`config.mk`:
```
export PLATFORM = sky130hd
export DESIGN_NAME = fw_loader_flat
export DESIGN_NICKNAME = d
export VERILOG_FILES = /design/src/rtl/fw_loader_pkg.sv /design/src/rtl/fw_loader_if.sv /design/src/rtl/fw_loader_rst_stretch.sv /design/src/rtl/fw_loader.sv /design/src/flat_wrapper.sv
export SDC_FILE = /design/constraint.sdc
export NUM_CORES = 1
export LEC_CHECK = 0
export ABC_AREA = 1
export CORE_MARGIN = 4
export CORE_UTILIZATION = 45
export CTS_BUF_LIST = sky130_fd_sc_hd__clkbuf_8
export DETAILED_ROUTE_END_ITERATION = 8
export PLACE_DENSITY_LB_ADDON = 0.3
export SYNTH_ARGS = -nofsm -noshare
export SYNTH_HDL_FRONTEND = slang
export SYNTH_SLANG_ARGS = --single-unit
```
`constraint.sdc`:
```
create_clock -name clk_i -period 4.25 [get_ports clk_i]
set_clock_uncertainty 0.2 [all_clocks]
set_input_delay 0.425 -clock clk_i [delete_from_list [all_inputs] [get_ports clk_i]]
set_output_delay 0.425 -clock clk_i [all_outputs]
set_load 0.005 [all_outputs]
```
`src/rtl/fw_loader_pkg.sv`:
```
// Shared definitions for the firmware loader.
//   - default bus widths
//   - default image base and the 6502 reset vector location
//   - loader state encoding
package fw_loader_pkg;

  localparam int unsigned ADDR_WIDTH_DEF = 16;
  localparam int unsigned DATA_WIDTH_DEF = 8;

  // First byte of the boot image; the reset vector is pointed here.
  localparam logic [15:0] INSTRUCTION_BASE = 16'h0200;
  // 6502 reset vector low byte; the high byte lives at RESET_VECTOR+1.
  localparam logic [15:0] RESET_VECTOR     = 16'hFFFC;

  typedef enum logic [2:0] {
    IDLE,
    LOAD,
    VEC_LO,
    VEC_HI,
    HOLD,
    DONE,
    ERROR
  } fw_load_state_t;

  function automatic logic fw_state_busy(fw_load_state_t s);
    return (s == LOAD) || (s == VEC_LO) || (s == VEC_HI) || (s == HOLD);
  endfunction

endpackage

```
`src/rtl/fw_loader_if.sv`:
```
// Byte stream in (valid/ready) and memory write port out of the loader.
//   byte_in/byte_valid/byte_last : image source -> loader
//   byte_ready                   : loader -> image source
//   mem_we/mem_addr/mem_din      : loader -> memory write port
// modport slave  : the loader side
// modport master : the source/memory side
interface fw_loader_if
  import fw_loader_pkg::*;
#(
  parameter int unsigned ADDR_WIDTH = ADDR_WIDTH_DEF,
  parameter int unsigned DATA_WIDTH = DATA_WIDTH_DEF
) ();

  logic [DATA_WIDTH-1:0] byte_in;
  logic                  byte_valid;
  logic                  byte_last;
  logic                  byte_ready;
  logic                  mem_we;
  logic [ADDR_WIDTH-1:0] mem_addr;
  logic [DATA_WIDTH-1:0] mem_din;

  modport master (
    output byte_in, byte_valid, byte_last,
    input  byte_ready, mem_we, mem_addr, mem_din
  );

  modport slave (
    input  byte_in, byte_valid, byte_last,
    output byte_ready, mem_we, mem_addr, mem_din
  );

endinterface

```
`src/rtl/fw_loader_rst_stretch.sv`:
```
// CPU reset hold timer.
//   clk_i, rst_i : clock, async active-high reset
//   load_i       : (re)load the down-counter with HOLD_CYCLES
//   expired_o    : single-cycle pulse in the last hold cycle
// The counter reaches terminal count (1) in the HOLD_CYCLES-th cycle after
// the load, so the consumer leaves its hold state exactly HOLD_CYCLES
// cycles after the load edge.
module fw_loader_rst_stretch #(
  parameter int unsigned HOLD_CYCLES = 8
) (
  input  logic clk_i,
  input  logic rst_i,
  input  logic load_i,
  output logic expired_o
);

  localparam int unsigned CW = $clog2(HOLD_CYCLES + 1);

  logic [CW-1:0] cnt_q, cnt_d;

  always_comb begin
    cnt_d = cnt_q;
    if (load_i) begin
      cnt_d = CW'(HOLD_CYCLES);
    end else if (cnt_q != '0) begin
      cnt_d = cnt_q - CW'(1);
    end
  end

  always_ff @(posedge clk_i or posedge rst_i) begin
    if (rst_i) begin
      cnt_q <= '0;
    end else begin
      cnt_q <= cnt_d;
    end
  end

  assign expired_o = !load_i && (cnt_q == CW'(1));

endmodule

```
`src/rtl/fw_loader.sv`:
```
// Firmware loader: streams a byte image into memory at LOAD_BASE, writes the
// 6502 reset vector to point at it, then releases CPU reset after a hold.
//   clk_i, rst_i  : clock, async active-high reset
//   start_i       : 1-cycle pulse, begins a load from IDLE/DONE/ERROR
//   bus           : byte stream in + registered memory write port
//   cpu_reset_n_o : CPU reset (active-low), high only in DONE
//   busy_o        : LOAD/VEC_LO/VEC_HI/HOLD
//   done_o        : DONE
//   error_o       : ERROR
//   byte_count_o  : bytes accepted in the current load
//
// state  | meaning
// IDLE   | after reset, waiting for start
// LOAD   | accepting image bytes, one write per handshake
// VEC_LO | writing reset vector low byte
// VEC_HI | writing reset vector high byte, arming hold timer
// HOLD   | CPU still in reset for RST_HOLD cycles
// DONE   | CPU released; start reloads
// ERROR  | image overflowed size limit or ran into the vector
module fw_loader
  import fw_loader_pkg::*;
#(
  parameter int unsigned ADDR_WIDTH = ADDR_WIDTH_DEF,
  parameter int unsigned DATA_WIDTH = DATA_WIDTH_DEF,
  parameter logic [ADDR_WIDTH-1:0] LOAD_BASE = ADDR_WIDTH'(INSTRUCTION_BASE),
  parameter logic [ADDR_WIDTH-1:0] VEC_ADDR  = ADDR_WIDTH'(RESET_VECTOR),
  parameter int unsigned MAX_BYTES = 1024,
  parameter int unsigned RST_HOLD  = 8,
  localparam int unsigned CNT_WIDTH = $clog2(MAX_BYTES) + 1
) (
  input  logic                 clk_i,
  input  logic                 rst_i,
  input  logic                 start_i,
  fw_loader_if.slave           bus,
  output logic                 cpu_reset_n_o,
  output logic                 busy_o,
  output logic                 done_o,
  output logic                 error_o,
  output logic [CNT_WIDTH-1:0] byte_count_o
);

  localparam logic [CNT_WIDTH-1:0] MAX_CNT = CNT_WIDTH'(MAX_BYTES);

  fw_load_state_t        state_q, state_d;
  logic [ADDR_WIDTH-1:0] ptr_q, ptr_d;
  logic [CNT_WIDTH-1:0]  cnt_q, cnt_d;
  logic                  we_q, we_d;
  logic [ADDR_WIDTH-1:0] addr_q, addr_d;
  logic [DATA_WIDTH-1:0] din_q, din_d;
  logic                  rst_n_q, busy_q, done_q, err_q;
  logic                  ready;
  logic                  hs;
  logic                  hold_load;
  logic                  hold_expired;

  assign ready = (state_q == LOAD);
  assign hs    = bus.byte_valid && ready;

  fw_loader_rst_stretch #(
    .HOLD_CYCLES (RST_HOLD)
  ) u_rst_stretch (
    .clk_i     (clk_i),
    .rst_i     (rst_i),
    .load_i    (hold_load),
    .expired_o (hold_expired)
  );

  always_comb begin
    state_d   = state_q;
    ptr_d     = ptr_q;
    cnt_d     = cnt_q;
    we_d      = 1'b0;
    addr_d    = addr_q;
    din_d     = din_q;
    hold_load = 1'b0;
    unique case (state_q)
      IDLE, DONE, ERROR: begin
        if (start_i) begin
          state_d = LOAD;
          ptr_d   = LOAD_BASE;
          cnt_d   = '0;
        end
      end
      LOAD: begin
        if (hs) begin
          we_d   = 1'b1;
          addr_d = ptr_q;
          din_d  = bus.byte_in;
          ptr_d  = ptr_q + ADDR_WIDTH'(1);
          cnt_d  = cnt_q + CNT_WIDTH'(1);
          // last wins over both overflow conditions
          if (bus.byte_last) begin
            state_d = VEC_LO;
          end else if ((cnt_q + CNT_WIDTH'(1) == MAX_CNT) ||
                       (ptr_q + ADDR_WIDTH'(1) == VEC_ADDR)) begin
            state_d = ERROR;
          end
        end
      end
      VEC_LO: begin
        we_d    = 1'b1;
        addr_d  = VEC_ADDR;
        din_d   = LOAD_BASE[DATA_WIDTH-1:0];
        state_d = VEC_HI;
      end
      VEC_HI: begin
        we_d      = 1'b1;
        addr_d    = VEC_ADDR + ADDR_WIDTH'(1);
        din_d     = LOAD_BASE[DATA_WIDTH +: DATA_WIDTH];
        hold_load = 1'b1;
        state_d   = HOLD;
      end
      HOLD: begin
        if (hold_expired) begin
          state_d = DONE;
        end
      end
      default: state_d = IDLE;
    endcase
  end

  // Status outputs are registered from the next state so they change on the
  // same edge as the state itself.
  always_ff @(posedge clk_i or posedge rst_i) begin
    if (rst_i) begin
      state_q <= IDLE;
      ptr_q   <= '0;
      cnt_q   <= '0;
      we_q    <= 1'b0;
      addr_q  <= '0;
      din_q   <= '0;
      rst_n_q <= 1'b0;
      busy_q  <= 1'b0;
      done_q  <= 1'b0;
      err_q   <= 1'b0;
    end else begin
      state_q <= state_d;
      ptr_q   <= ptr_d;
      cnt_q   <= cnt_d;
      we_q    <= we_d;
      addr_q  <= addr_d;
      din_q   <= din_d;
      rst_n_q <= (state_d == DONE);
      busy_q  <= fw_state_busy(state_d);
      done_q  <= (state_d == DONE);
      err_q   <= (state_d == ERROR);
    end
  end

  assign bus.byte_ready = ready;
  assign bus.mem_we     = we_q;
  assign bus.mem_addr   = addr_q;
  assign bus.mem_din    = din_q;
  assign cpu_reset_n_o  = rst_n_q;
  assign busy_o         = busy_q;
  assign done_o         = done_q;
  assign error_o        = err_q;
  assign byte_count_o   = cnt_q;

endmodule
```
`src/flat_wrapper.sv`:
```
// flat-port wrapper written by rule: the top's interface ports become plain ports
module fw_loader_flat import fw_loader_pkg::*;
#(
  parameter int unsigned ADDR_WIDTH = ADDR_WIDTH_DEF,
  parameter int unsigned DATA_WIDTH = DATA_WIDTH_DEF,
  parameter logic [ADDR_WIDTH-1:0] LOAD_BASE = ADDR_WIDTH'(INSTRUCTION_BASE),
  parameter logic [ADDR_WIDTH-1:0] VEC_ADDR  = ADDR_WIDTH'(RESET_VECTOR),
  parameter int unsigned MAX_BYTES = 1024,
  parameter int unsigned RST_HOLD  = 8,
  localparam int unsigned CNT_WIDTH = $clog2(MAX_BYTES) + 1
)
  (clk_i, rst_i, start_i, cpu_reset_n_o, busy_o, done_o, error_o, byte_count_o, bus_byte_in, bus_byte_valid, bus_byte_last, bus_byte_ready, bus_mem_we, bus_mem_addr, bus_mem_din);
  fw_loader_if #(.ADDR_WIDTH(ADDR_WIDTH), .DATA_WIDTH(DATA_WIDTH)) bus_i ();
  input  logic clk_i;
  input  logic rst_i;
  input  logic start_i;
  output logic cpu_reset_n_o;
  output logic busy_o;
  output logic done_o;
  output logic error_o;
  output logic [CNT_WIDTH-1:0] byte_count_o;
  input wire logic [$bits(bus_i.byte_in)-1:0] bus_byte_in;
  input wire logic [$bits(bus_i.byte_valid)-1:0] bus_byte_valid;
  input wire logic [$bits(bus_i.byte_last)-1:0] bus_byte_last;
  output wire logic [$bits(bus_i.byte_ready)-1:0] bus_byte_ready;
  output wire logic [$bits(bus_i.mem_we)-1:0] bus_mem_we;
  output wire logic [$bits(bus_i.mem_addr)-1:0] bus_mem_addr;
  output wire logic [$bits(bus_i.mem_din)-1:0] bus_mem_din;
  assign bus_i.byte_in = bus_byte_in;
  assign bus_i.byte_valid = bus_byte_valid;
  assign bus_i.byte_last = bus_byte_last;
  assign bus_byte_ready = bus_i.byte_ready;
  assign bus_mem_we = bus_i.mem_we;
  assign bus_mem_addr = bus_i.mem_addr;
  assign bus_mem_din = bus_i.mem_din;
  fw_loader #(.ADDR_WIDTH(ADDR_WIDTH), .DATA_WIDTH(DATA_WIDTH), .LOAD_BASE(LOAD_BASE), .VEC_ADDR(VEC_ADDR), .MAX_BYTES(MAX_BYTES), .RST_HOLD(RST_HOLD)) u_core (.clk_i(clk_i), .rst_i(rst_i), .start_i(start_i), .bus(bus_i), .cpu_reset_n_o(cpu_reset_n_o), .busy_o(busy_o), .done_o(done_o), .error_o(error_o), .byte_count_o(byte_count_o));
endmodule
```
==> results by group <==
Yosys
  • Asr flop ratio synth: 100%
  • Syn Inst Count: roughly 380
  • Cell Area, Synth: 3110 um2
  • Mean Syn Cell Area: 8.11 um2
  • Synthesis Warnings: 0
  • Post-synth net total: 402
  • Top FF cell, synth: dfrtp_1
  • Number of enable flip-flop cells after synthesis: 0
  • Seq/Total Area, Yosys: 49.8%
  • Synth cell types: 32
  • Flops & latches, synth: 62

Floorplan
  • IO Count: 54
  • Initial core utilization: around 46%
  • Die area: 8310 um2
  • # rows: 30
  • Core box area: 6760 um2
  • Chip height: 91.2 um
  • Die Wd: 91.2 um

Critical path
  • Critical path's most frequent cell: a21oi_1
  • CP max FO: 28
  • R2R cell count: 8
  • Crit-path max cell delay: 450 ps
  • WP data required: approximately 4200 ps
  • Critical path endpoint category: flip-flop
  • Crit path arrival time: 2530 ps
  • Type of the worst setup path: reg2reg
  • Setup crit start kind: flip-flop
  • Critical path's slowest cell: dfrtp_1
  • Crit-path cells: nor3_2, inv_1, o21ai_4, nor2_4, inv_2, o21ai_2, a21oi_1, a21oi_1

Finish
  • Fin util: 57.6%
  • P&R area growth vs syn: 24.9%
  • Filler Cells Inserted: around 630
  • Register area: 1550 um2
  • Multi-input gate area: 1320 um2
  • Antenna diode count: 0
  • Fraction of layout cells with a size suffix above 1: 7.21%
  • Post-layout net count: 459

Route
  • Via-per-instance ratio: 5.26
  • Pre-antenna DRT Iters: 4
  • Met2 routed WL: approximately 3500 um
  • DR DRC count: 0
  • DR WL/cell: 13.8 um
  • ANT nets after route: 0
  • Metal-1 WL: 3250 um
  • Final WL: 7220 um
  • Met3 Wirelength: about 300 um
  • Via count: 2754
  • DR top layer: met4
  • DRT iter0 DRCs: 164

Global route
  • Congestion Overflow GR: 0
  • Initial antenna violation count: 0
  • GRT Util Overall: around a fifth
  • First-pass GRT wire length: 12600 um
  • Largest net degree at the start of global routing: 47
  • Vias in the first global route: 2845

Timing
  • RSZ-0062 raised after global routing: no
  • Max Slew Vio Count: 0
  • Final Cycle Share: about three fifths
  • Fmax: 391 MHz
  • Crit path time final: 2560 ps
  • Final setup TNS: 0 ps
  • Actual slew at the worst max-slew pin: 1060 ps
  • Max transition margin: 29.1%
  • # setup viols final: 0
  • Final Hold Vio Count: 0

Outcome
  • Status: finished, final reports clean

Flow run
  • Max Cap Viol: 0

Clocking
  • CTS Buf Count: 9
  • Skew-Pair Late Insertion Delay: around 340 ps
  • CTS tree: built
  • CTS Root Cell: clkbuf_8
  • Clk buf depth: 2
  • Htree depth: 3
  • Clk slew on worst S/H paths: about 60 ps
  • Clock sink total: 62
  • Post-CTS Hold Buffers: 0
  • Setup bufs post-CTS: 0
  • # resized after CTS: 0

Power
  • Lkg Pwr: approximately 1.7 nW
  • Worst vdd ir: 450 uV
  • Power Density: about 680 nW/um2

Place
  • Detailed placement HPWL: just over 5000 um
  • GPL Wtd Cong: 0.867
  • Port Buf Inserts: 53

Min path
  • Hold Path Class: reg2reg
  • Worst hold stages: 2
cells in the mapped netlist, drive strengths merged, types with 4 or more instances:
cell | instances | area (um2)
nand2 | 98 | 375
dfrtp | 62 | 1550
inv | 52 | 195
nor2 | 45 | 196
a21oi | 24 | 120
o21ai | 23 | 130
nand3 | 20 | 105
o22ai | 15 | 93.8
nand4 | 8 | 50.1
a22o | 7 | 61.3
buf | 5 | 28.8
ha | 5 | 62.6
nor3 | 5 | 40.0
clkbuf | 4 | 15.0
worst max-delay path: cells and delay by family (launching register included):
| family | cells | cell delay (ps) |
|---|---|---|
| AO/OA/AOI/OAI | 4 | 1020 |
| flip-flops | 1 | 450 |
| buffers and inverters | 2 | 380 |
| AND/OR/NAND/NOR | 2 | 340 |
kinds of logic (layout without fill, tap and decap cells):
family	Yosys count	in the layout	share of synthesized area [%]
flops	62	62	49.8
buf+inv	61	121	7.68
xor+xnor	5	5	1.41
compound gates	74	74	14.2
fa+ha+maj	5	5	2.01
simple gates	177	177	24.9
placed cells by master, fill, tap and decap left out, drive strengths merged:
master	Yosys	final
xor2	3	3
buf	5	2
nand2	98	98
xnor2	2	2
dfrtp	62	62
clkinv	0	1
a22o	7	7
nand3	20	20
or4	1	1
o31ai	2	2
clkbuf	4	12
a21oi	24	24
o22ai	15	15
inv	52	53
a31oi	1	1
o211ai	1	1
nor3	5	5
nor2	45	45
ha	5	5
nand4	8	8
a211oi	1	1
o21ai	23	23
clkdlybuf4s50	0	53
worst paths after layout:
path                                                       to                          startpoint  slack (ps)
setup / recovery           u_core.byte_count_o[2]$_DFFE_PP0P_         u_core.state_q[2]$_DFF_PP0_        1690
hold / removal             u_core.bus.mem_addr[0]$_DFFE_PP0P_  u_core.bus.mem_addr[0]$_DFFE_PP0P_         300
setup reg to reg           u_core.byte_count_o[2]$_DFFE_PP0P_         u_core.state_q[2]$_DFF_PP0_        1690
hold reg to reg            u_core.bus.mem_addr[0]$_DFFE_PP0P_  u_core.bus.mem_addr[0]$_DFFE_PP0P_         300
max in group asynchronous  u_core.bus.mem_addr[0]$_DFFE_PP0P_                               rst_i        2650
min in group asynchronous  u_core.bus.mem_addr[8]$_DFFE_PP0P_                               rst_i         420
stage by stage:
stage | instances | instance area, um2 | worst slack [ps] | hold WS (ps) | power (mW)
2_1_floorplan | 384 | 3110 | 2080 | 276 | 1.69
3_3_place_gp | 510 | 3710 | 1660 | 283 | 2.14
3_5_place_dp | 510 | 3710 | 1640 | 276 | 2.18
4_1_cts | 524 | 3890 | 1700 | 308 | 2.66
5_1_grt | 524 | 3890 | 1520 | 333 | 2.86
6_report | 524 | 3890 | 1690 | 305 | 2.63
per-layer routing:
layer	up-vias	GRT usage [%]
met2	58	31.4
met5	-	0
met3	12	4.14
met4	0	8.42
met1	1311	22.9
li1	1373	-
cell type report:
type | instances | area share [%]
sequential | 62 | 39.9
multi-input combinational | 261 | 34.0
timing repair buffer | 55 | 14.0
inverter | 52 | 5.02
clock buffer | 12 | 4.25
tap | 80 | 2.57
clock inverter | 2 | 0.225
state kept, by name (all words and copies together) (netlist names):
signal / cells
u_core.bus.mem_addr: 16
u_core.ptr_q: 16
u_core.byte_count_o: 11
u_core.bus.mem_din: 8
u_core.u_rst_stretch.cnt_q: 4
u_core.state_q: 3
u_core.bus.mem_we: 1
u_core.busy_o: 1
u_core.cpu_reset_n_o: 1
u_core.error_o: 1
power breakdown:
group	total [mW]	internal (mW)	switching (mW)
Sequential	0.968	0.810	0.158
Clock	0.465	0.250	0.215
Combinational	1.20	0.528	0.669
(Power assumes the default switching activity.)
